### config.mk
export PLATFORM = sky130hd
export DESIGN_NAME = video_pattern_timing_gen
export DESIGN_NICKNAME = d
export VERILOG_FILES = /design/src/rtl/video_pattern_timing_gen.sv
export SDC_FILE = /design/constraint.sdc
export NUM_CORES = 1
export LEC_CHECK = 0
export ABC_AREA = 1
export CAP_MARGIN = 20
export CORE_MARGIN = 2
export CORE_UTILIZATION = 56
export DETAILED_ROUTE_END_ITERATION = 16
export PLACE_DENSITY = 0.85
export RECOVER_POWER = 50
export SKIP_CTS_REPAIR_TIMING = 1
export SYNTH_ARGS = -nofsm -noshare
export SYNTH_HDL_FRONTEND = slang
export SYNTH_SLANG_ARGS = --single-unit
### constraint.sdc
create_clock -name clk -period 4.1 [get_ports clk]
set_input_delay 0.615 -clock clk [delete_from_list [all_inputs] [get_ports clk]]
set_output_delay 0.615 -clock clk [all_outputs]
set_load 0.05 [all_outputs]
### src/rtl/video_pattern_timing_gen.sv
// Programmable video timing generator with built-in RGB test patterns, 1 or 2 pixels per clock.
// Pattern and solid colour are shadowed at the frame boundary so a frame is never torn mid-way.
module video_pattern_timing_gen #(
  parameter int    H_ACTIVE       = 160,
  parameter int    H_FP           = 8,
  parameter int    H_SYNC         = 16,
  parameter int    H_BP           = 24,
  parameter int    V_ACTIVE       = 120,
  parameter int    V_FP           = 2,
  parameter int    V_SYNC         = 2,
  parameter int    V_BP           = 4,
  parameter string HSYNC_POL      = "NEGATIVE",
  parameter string VSYNC_POL      = "NEGATIVE",
  parameter int    PIXELS_PER_CLK = 1,
  parameter int    FCNT_W         = 16
) (
  input  logic              clk,
  input  logic              reset,
  input  logic              link_i,
  input  logic              repeat_en,
  input  logic [1:0]        pattern_sel,
  input  logic [23:0]       solid_rgb,
  output logic              vsync,
  output logic              hsync,
  output logic              data_valid,
  output logic [7:0]        data0_r,
  output logic [7:0]        data0_g,
  output logic [7:0]        data0_b,
  output logic [7:0]        data1_r,
  output logic [7:0]        data1_g,
  output logic [7:0]        data1_b,
  output logic              sof,
  output logic [FCNT_W-1:0] frame_cnt
);

  localparam int PPC     = PIXELS_PER_CLK;
  localparam int H_TOTAL = H_ACTIVE + H_FP + H_SYNC + H_BP;
  localparam int HT      = H_TOTAL / PPC;
  localparam int VT      = V_ACTIVE + V_FP + V_SYNC + V_BP;
  localparam int HW      = $clog2(HT + 1);
  localparam int VW      = $clog2(VT + 1);
  localparam int BAR_W   = H_ACTIVE / 8;
  localparam int BPW     = $clog2(BAR_W + PPC + 1);

  localparam logic HS_ON = (HSYNC_POL == "POSITIVE") ? 1'b1 : 1'b0;
  localparam logic VS_ON = (VSYNC_POL == "POSITIVE") ? 1'b1 : 1'b0;

  localparam logic [HW-1:0]  H_LAST    = HW'(HT - 1);
  localparam logic [HW-1:0]  H_ACT_END = HW'(H_ACTIVE / PPC);
  localparam logic [HW-1:0]  HS_BEG    = HW'((H_ACTIVE + H_FP) / PPC);
  localparam logic [HW-1:0]  HS_END    = HW'((H_ACTIVE + H_FP + H_SYNC) / PPC);
  localparam logic [VW-1:0]  V_LAST    = VW'(VT - 1);
  localparam logic [VW-1:0]  V_ACT_END = VW'(V_ACTIVE);
  localparam logic [VW-1:0]  VS_BEG    = VW'(V_ACTIVE + V_FP);
  localparam logic [VW-1:0]  VS_END    = VW'(V_ACTIVE + V_FP + V_SYNC);
  localparam logic [BPW-1:0] BAR_LEN   = BPW'(BAR_W);
  localparam logic [BPW-1:0] BAR_STEP  = BPW'(PPC);
  localparam logic [BPW-1:0] BAR_ONE   = BPW'(1);

  if ((PPC != 1 && PPC != 2) || (H_ACTIVE % PPC) != 0 || (H_FP % PPC) != 0 ||
      (H_SYNC % PPC) != 0 || (H_BP % PPC) != 0 || H_ACTIVE < 16) begin : g_bad_cfg
    $error("video_pattern_timing_gen: illegal PIXELS_PER_CLK / horizontal timing combination");
  end

  typedef enum logic [0:0] {ST_IDLE = 1'b0, ST_RUN = 1'b1} state_t;

  state_t             state_q, state_d;
  logic [HW-1:0]      h_q, h_d;
  logic [VW-1:0]      v_q, v_d;
  logic               first_q, first_d;
  logic [1:0]         pat_q, pat_d;
  logic [23:0]        solid_q, solid_d;
  logic [FCNT_W-1:0]  fcnt_q, fcnt_d;
  logic [3:0]         bar_idx_q, bar_idx_d;
  logic [BPW-1:0]     bar_pos_q, bar_pos_d;
  logic               hsync_q, hsync_d, vsync_q, vsync_d;
  logic               dv_q, dv_d, sof_q, sof_d;
  logic [23:0]        rgb0_q, rgb0_d, rgb1_q, rgb1_d;

  logic [BPW-1:0]     bar_sum_s;
  logic [3:0]         bar_idx1_s;
  logic [7:0]         x0_s, x1_s;
  logic               y4_s;

  function automatic logic [3:0] bar_inc(input logic [3:0] idx);
    bar_inc = (idx == 4'd8) ? idx : idx + 4'd1;
  endfunction

  function automatic logic [23:0] bar_rgb(input logic [3:0] idx);
    case (idx)
      4'd0:    bar_rgb = 24'hFFFFFF;
      4'd1:    bar_rgb = 24'hFFFF00;
      4'd2:    bar_rgb = 24'h00FFFF;
      4'd3:    bar_rgb = 24'h00FF00;
      4'd4:    bar_rgb = 24'hFF00FF;
      4'd5:    bar_rgb = 24'hFF0000;
      4'd6:    bar_rgb = 24'h0000FF;
      default: bar_rgb = 24'h000000;
    endcase
  endfunction

  function automatic logic [23:0] pattern_rgb(input logic [1:0] pat, input logic [7:0] x,
                                              input logic y4, input logic [3:0] idx,
                                              input logic [23:0] solid);
    case (pat)
      2'd0:    pattern_rgb = bar_rgb(idx);
      2'd1:    pattern_rgb = {x, x, x};
      2'd2:    pattern_rgb = (x[4] ^ y4) ? 24'hFFFFFF : 24'h000000;
      2'd3:    pattern_rgb = solid;
      default: pattern_rgb = 24'h000000;
    endcase
  endfunction

  assign x0_s       = (PPC == 2) ? 8'({h_q, 1'b0}) : 8'(h_q);
  assign x1_s       = x0_s + 8'd1;
  assign y4_s       = |(v_q & VW'(16));
  assign bar_sum_s  = bar_pos_q + BAR_STEP;
  assign bar_idx1_s = (bar_pos_q + BAR_ONE == BAR_LEN) ? bar_inc(bar_idx_q) : bar_idx_q;

  // Raster counters, run/idle FSM, frame counter and frame-boundary shadow registers
  always_comb begin
    state_d = state_q;
    h_d     = h_q;
    v_d     = v_q;
    first_d = first_q;
    pat_d   = pat_q;
    solid_d = solid_q;
    fcnt_d  = fcnt_q;
    case (state_q)
      ST_IDLE: begin
        h_d = HW'(0);
        v_d = VW'(0);
        if (link_i) begin
          state_d = ST_RUN;
          if (first_q) begin
            pat_d   = pattern_sel;
            solid_d = solid_rgb;
            first_d = 1'b0;
          end else begin
            pat_d   = pat_q;
          end
        end else begin
          state_d = ST_IDLE;
        end
      end
      ST_RUN: begin
        if (h_q == H_LAST) begin
          h_d = HW'(0);
          if (v_q == V_LAST) begin
            v_d     = VW'(0);
            fcnt_d  = fcnt_q + FCNT_W'(1);
            pat_d   = repeat_en ? pattern_sel : pat_q + 2'd1;
            solid_d = solid_rgb;
            state_d = link_i ? ST_RUN : ST_IDLE;
          end else begin
            v_d = v_q + VW'(1);
          end
        end else begin
          h_d = h_q + HW'(1);
        end
      end
      default: state_d = ST_IDLE;
    endcase
  end

  // Running colour-bar position, restarted at every line start; index 8 saturates as black
  always_comb begin
    bar_idx_d = bar_idx_q;
    bar_pos_d = bar_pos_q;
    if (state_q != ST_RUN || h_q == H_LAST) begin
      bar_idx_d = 4'd0;
      bar_pos_d = BPW'(0);
    end else if (bar_sum_s >= BAR_LEN) begin
      bar_idx_d = bar_inc(bar_idx_q);
      bar_pos_d = bar_sum_s - BAR_LEN;
    end else begin
      bar_idx_d = bar_idx_q;
      bar_pos_d = bar_sum_s;
    end
  end

  // Sync/enable decode and pixel colour, registered one clock after the counter state
  always_comb begin
    hsync_d = ~HS_ON;
    vsync_d = ~VS_ON;
    dv_d    = 1'b0;
    sof_d   = 1'b0;
    rgb0_d  = 24'h000000;
    rgb1_d  = 24'h000000;
    if (state_q == ST_RUN) begin
      hsync_d = (h_q >= HS_BEG && h_q < HS_END) ? HS_ON : ~HS_ON;
      vsync_d = (v_q >= VS_BEG && v_q < VS_END) ? VS_ON : ~VS_ON;
      dv_d    = (h_q < H_ACT_END) && (v_q < V_ACT_END);
      sof_d   = (h_q == HW'(0)) && (v_q == VW'(0));
      if (dv_d) begin
        rgb0_d = pattern_rgb(pat_q, x0_s, y4_s, bar_idx_q, solid_q);
        rgb1_d = (PPC == 2) ? pattern_rgb(pat_q, x1_s, y4_s, bar_idx1_s, solid_q) : 24'h000000;
      end else begin
        rgb0_d = 24'h000000;
        rgb1_d = 24'h000000;
      end
    end else begin
      hsync_d = ~HS_ON;
      vsync_d = ~VS_ON;
    end
  end

  // State and output registers with synchronous active-low reset
  always_ff @(posedge clk) begin
    if (!reset) begin
      state_q   <= ST_IDLE;
      h_q       <= HW'(0);
      v_q       <= VW'(0);
      first_q   <= 1'b1;
      pat_q     <= 2'd0;
      solid_q   <= 24'h000000;
      fcnt_q    <= FCNT_W'(0);
      bar_idx_q <= 4'd0;
      bar_pos_q <= BPW'(0);
      hsync_q   <= ~HS_ON;
      vsync_q   <= ~VS_ON;
      dv_q      <= 1'b0;
      sof_q     <= 1'b0;
      rgb0_q    <= 24'h000000;
      rgb1_q    <= 24'h000000;
    end else begin
      state_q   <= state_d;
      h_q       <= h_d;
      v_q       <= v_d;
      first_q   <= first_d;
      pat_q     <= pat_d;
      solid_q   <= solid_d;
      fcnt_q    <= fcnt_d;
      bar_idx_q <= bar_idx_d;
      bar_pos_q <= bar_pos_d;
      hsync_q   <= hsync_d;
      vsync_q   <= vsync_d;
      dv_q      <= dv_d;
      sof_q     <= sof_d;
      rgb0_q    <= rgb0_d;
      rgb1_q    <= rgb1_d;
    end
  end

  assign hsync      = hsync_q;
  assign vsync      = vsync_q;
  assign data_valid = dv_q;
  assign sof        = sof_q;
  assign frame_cnt  = fcnt_q;
  assign {data0_r, data0_g, data0_b} = rgb0_q;
  assign {data1_r, data1_g, data1_b} = rgb1_q;

endmodule
---- Yosys cells after proc, flatten, opt, wreduce, memory -nomap -nowiden ----
Cells that the tools add are included.
cells by class
  eq/ne operators ......................... 16
  add/subtract/negate cells ............... 7
  mux-type cells .......................... 26
  bitwise gates (word level) .............. 4
  order comparisons ....................... 7
  reduce and logical (&&, ||, !) cells .... 16
operator list
  kind                                                         number
  case mux 24 bit (7 select lines)                             1
  2-to-1 mux 24 bit                                            5
  case mux 24 bit (4 select lines)                             1
  case mux 24 bit (2 select lines)                             1
  case mux 8 bit (2 select lines)                              2
  2-to-1 mux 8 bit                                             3
  adder 16 x 1 -> 16 bit (second input constant)               1
  adder 8 x 1 -> 8 bit (second input constant)                 2
  zero test 8 bit                                              2
  less-than comparator 8 x 7 -> 1 bit (second input constant)  2
  less-than comparator 8 bit (second input constant)           2
  equality test 4 x 3 -> 1 bit (second input constant)         3
  2-to-1 mux 2 bit                                             5
  equality test 4 x 2 -> 1 bit (second input constant)         2
  equality test 8 x 7 -> 1 bit (second input constant)         1
  equality test 8 bit (second input constant)                  1
  >= comparator 8 x 7 -> 1 bit (second input constant)         1
  >= comparator 8 bit (second input constant)                  1
  AND reduction 2 bit                                          3
  AND reduction 3 bit                                          2
  adder 5 x 1 -> 5 bit (second input constant)                 1
  >= comparator 5 bit (second input constant)                  1
  2-to-1 mux 1 bit                                             5
  2-to-1 mux 5 bit                                             1
  19 further kinds                                             27
word-level totals
  output and inout bits ................... 68
  register bits ........................... 97
  word-level logic and storage cells ...... 90
  input bits .............................. 30

---- Depth between registers and ports, before layout ----
  depth in word-level cells ............... 5
  gate-level depth with buffers ........... 12
  gate-level depth less buffers ........... 12

---- Worst setup path before layout ----
Ideal clock, no wire load.
  kind .................................... flip-flop to flip-flop
  start point ............................. register fcnt_q[0] (netlist: frame_cnt[0])
  end point ............................... register fcnt_q[8] (netlist: frame_cnt[8])
  period minus slack after synthesis ...... 1.812 ns
  arrival time ............................ 1.670 ns
  stages on the path, launching flop included .. 8
  data required time ...................... 3.958 ns
  path slack .............................. 2.288 ns
  library setup time ...................... 0.142 ns
  path buffers ............................ 0
  cells stage by stage .................... dfxtp_1 > ha_1 > nand2_1 > nor2_1 > nand2_1 > xnor2_1 > nand2_2 > a21oi_2
on the way
  longest elaborated chain between the ends .. 1
ends and longest elaborated chain
  element                 line  source
  from (decl)             73    logic [FCNT_W-1:0] fcnt_q, fcnt_d;
  from (signal assigned)  233   fcnt_q <= fcnt_d;
  adder 16 x 1 -> 16 bit  151   fcnt_d = fcnt_q + FCNT_W'(1);
Every way passes these cells.
A chain may end at the register's enable or synchronous reset.

---- Worst setup path after layout ----
  start point ............................. register h_q[0]
  end point ............................... register solid_q[2]
on the way
  longest elaborated chain between the ends .. 3
ends and longest elaborated chain
  element                                          line  source
  from (decl)                                      68    logic [HW-1:0] h_q, h_d;
  from (signal assigned)                           212   h_q <= HW'(0);
  from (signal assigned)                           228   h_q <= h_d;
  equality test 8 bit                              147   if (h_q == H_LAST) begin
  inequality test 2 x 1 -> 1 bit (no source line)  --
  AND reduction 4 bit (no source line)             --
  to (signal assigned)                             232   solid_q <= solid_d;
  to (decl)                                        72    logic [23:0] solid_q, solid_d;
Every way passes these cells.

==> results.yml <==
synthesis:
  synth_xor_area_share_pct: 2.62
  synthMuxAreaShare_pct: 0
  synth_area_leaders: "dfxtp_1 39%, nand2_1 13%, a21oi_1 6.7%, inv_1 5.2%, nor2_1 5.2%"
  synth_top_family_by_area: "simple AND/OR/NAND/NOR gates"
  ys.warnings.count: 0
  yosysSeqAreaShare_pct: 38.7
  synth_cells: 706
  synthArstFlopShare_pct: 0
  synthSimpleGateAreaFrac_pct: 28.9
  synth_compound_area_share_pct: 12.9
  synth.distinct_cells: 39
  synth-seq-cells: 97
  synthAdderAreaFrac_pct: 4.49
  synth_top_area_share_pct: 38.7
  synth_edf_count: 0
  netlist_area_sq_um: 5020
  postSynthAreaPerCell_sq_um: 7.11
  synth_ff_type: "dfxtp_1"
  synth_top_area_cell: "dfxtp_1"
power_and_ir_drop:
  p_int_mw: 1.39
  p_clk_share_pct: 33.0
  pwr-share-comb_pct: 17.8
  pwr-share-seq_pct: 49.2
  cellPowerDensity_nw_per_um2: 355
  power.switching_fraction_pct: 32.2
  peakVddDrop_v: 0.000211
  leakage_nw: 2.51
  p_switching_mw: 0.661
timing:
  finalMaxSlewViolations: 53
  rsz0062_at_grt: "no"
  period_share_pct: 72.8
  hold_violations: 0
  setup_viol: 0
  fin_skew_ps: 13.6
  worst_slew_margin_rel_pct: -1.59
  max_freq_mhz: 335
  layout_min_cycle_time_ps: 2980
  worst_pin_slew_ps: 1520
  tns_ps: 0
layout:
  nNetsFinal: 813
  nFillCells: 779
  final_util_pct: 66.4
  final_cell_mix: "173 x nand2_1, 97 x dfxtp_1, 73 x a21oi_1"
  layout_commonest_cell: "nand2_1"
  layout-drive-gt1-share_pct: 4.81
  regArea_sq_um: 1940
  area_growth_pct: 15.3
  instances_no_fill: 878
  num_antenna_cells: 0
  multi_input_area_sq_um: 2470
worst_hold_path:
  whs_path_depth: 2
  worstHoldStart: "first_q"
  min_delay_worst_endpoint: "first_q"
  hold_class: "register to register"
worst_setup_path:
  critPathMaxFanout: 52
  cp-end-kind: "register"
  crit_required_ps: 4360
  path_cells: "ha_1 > nand2_1 > nor2_1 > nand3_1 > inv_1 > nand2_2 > nand2_1 > nand3_1 > nand2_1 > nor2_1"
  r2r_cells: 10
  crit_top_cell: "nand2_1"
  critPathMaxStageDelay_ps: 1100
  reg2reg_to: "solid_q[2]"
  cp.arrival_ps: 3250
  critPathSlowestCell: "nand2_1"
  rrSetupSlack_ps: 1120
  r2r_start: "h_q[0]"
  crit_type: "register to register"
  critPathLaunchType: "register"
run:
  max-cap-violations: 1
place:
  io_buffers: 73
  placedCellCount: 862
  detailed_place_hpwl_um: 8070
  place_congestion: 0.880
routing:
  vias: 4589
  post_drt_wl_per_cell_um: 12.8
  wirelength_um: 11300
  route.detailed.drc: 0
  firstDrtPassIters: 6
  drt_iter0_markers: 268
  ant_nets: 0
  vias_per_cell: 5.23
floorplan:
  dieWidth_um: 98.7
  rows: 34
  fp.dieArea_sq_um: 9740
  start_util_pct: 57.6
  die_y_um: 98.7
  ios: 98
  core_sq_um: 8720
global_routing:
  antenna_found_initial: 0
  grt_pass1_vias: 4127
  grt_max_degree: 54
  grt_use_total_pct: 23.6
  grt_pass1_wl_um: 19000
  overflow: 0
clock_network:
  root_buffer: "clkbuf_8"
  clk_path_buf_depth: 2
  clk_pin_slew_worst_paths_ps: 100
  cts_sinks: 97
  cts-htree-levels: 3
  cts_buffers: 9
  tritoncts: "built"
  clk_latency_ps: 380
status:
  violations: "max-capacitance violations, max-slew violations"
  outcome: "finished, violations left"
## worst max path at each step
stage	from	endpoint	slack [ps]	cells past startpoint
after floorplan	frame_cnt[0]	frame_cnt[8]	2290	7
after global placement	reset	rgb0_q[15]	1290	6
after detailed placement	reset	rgb0_q[15]	1130	6
after CTS	reset	rgb0_q[15]	1530	6
after global routing	h_q[0]	solid_q[2]	690	10
final	h_q[0]	solid_q[2]	1120	10
## cells in the mapped netlist (3+ instances only)
cell	number
nand4_1	14
a21oi_2	9
buf_2	7
xor2_1	13
buf_4	24
nand2_2	13
nand2_1	169
nand3_1	47
buf_6	5
nor2_1	69
nor3_1	6
ha_1	18
nor2_4	3
dfxtp_1	97
inv_2	3
o21ai_0	37
inv_1	70
clkbuf_1	12
a21oi_1	67
## worst max-delay path, delay by kind of cell, from the launching register on
family,cells,cell delay (ps)
adder cells (fa/ha/maj),1,200
buffers and inverters,1,180
flip-flops,1,420
AND/OR/NAND/NOR,8,2070
## cells by family (layout without fill, tap and decap cells)
group                    Yosys count  in the layout
AO/OA/AOI/OAI                    120            120
XOR/XNOR                          15             15
adder cells (fa/ha/maj)           18             18
buffers and inverters            124            165
flip-flops                        97             97
other                              1             24
AND/OR/NAND/NOR                  331            331
## cell type report
| type | instances | area share (%) |
|---|---|---|
| well taps | 108 | 2.33 |
| flip-flops and latches | 97 | 33.5 |
| clock buffers | 9 | 2.14 |
| inverters | 74 | 4.82 |
| clock inverters | 7 | 1.64 |
| repair buffers | 75 | 12.9 |
| multi-input cells | 508 | 42.6 |
## flip-flops by register name, indices dropped and copies added (netlist names)
name and count:
solid_q 24, first_q 1, h_q 8, pat_q 2, v_q 8, vsync 1, hsync 1, bar_pos_q 5
state_q 1, frame_cnt 16, bar_idx_q 4, rgb0_q 24, sof 1, data_valid 1
## per-layer routing
metal | GRT usage, % | up-vias | wire [um]
li1 | - | 2329 | -
met2 | 37.6 | 148 | 5280
met3 | 4.11 | 15 | 654
met5 | 0 | - | 0
met4 | 6.95 | 0 | 167
met1 | 33.1 | 2097 | 5160
## power groups by stage
stage	Sequential, mW	Combinational (mW)	Clock (mW)
final	1.01	0.365	0.678
after global routing	1.02	0.395	0.723
after CTS	1.01	0.377	0.685
after detailed placement	1.03	0.377	0
after global placement	1.03	0.369	0
after floorplan	1.13	0.192	0
## per-stage QoR
stage	power [mW]	area (sq um)	hold WS, ps	setup WS (ps)
after global routing	2.13	5790	462	688
final	2.05	5790	449	1120
after floorplan	1.32	5110	419	2290
after CTS	2.07	5870	451	1530
after detailed placement	1.41	5650	433	1130
after global placement	1.40	5640	429	1290
Power figures use the tool's default switching activity.
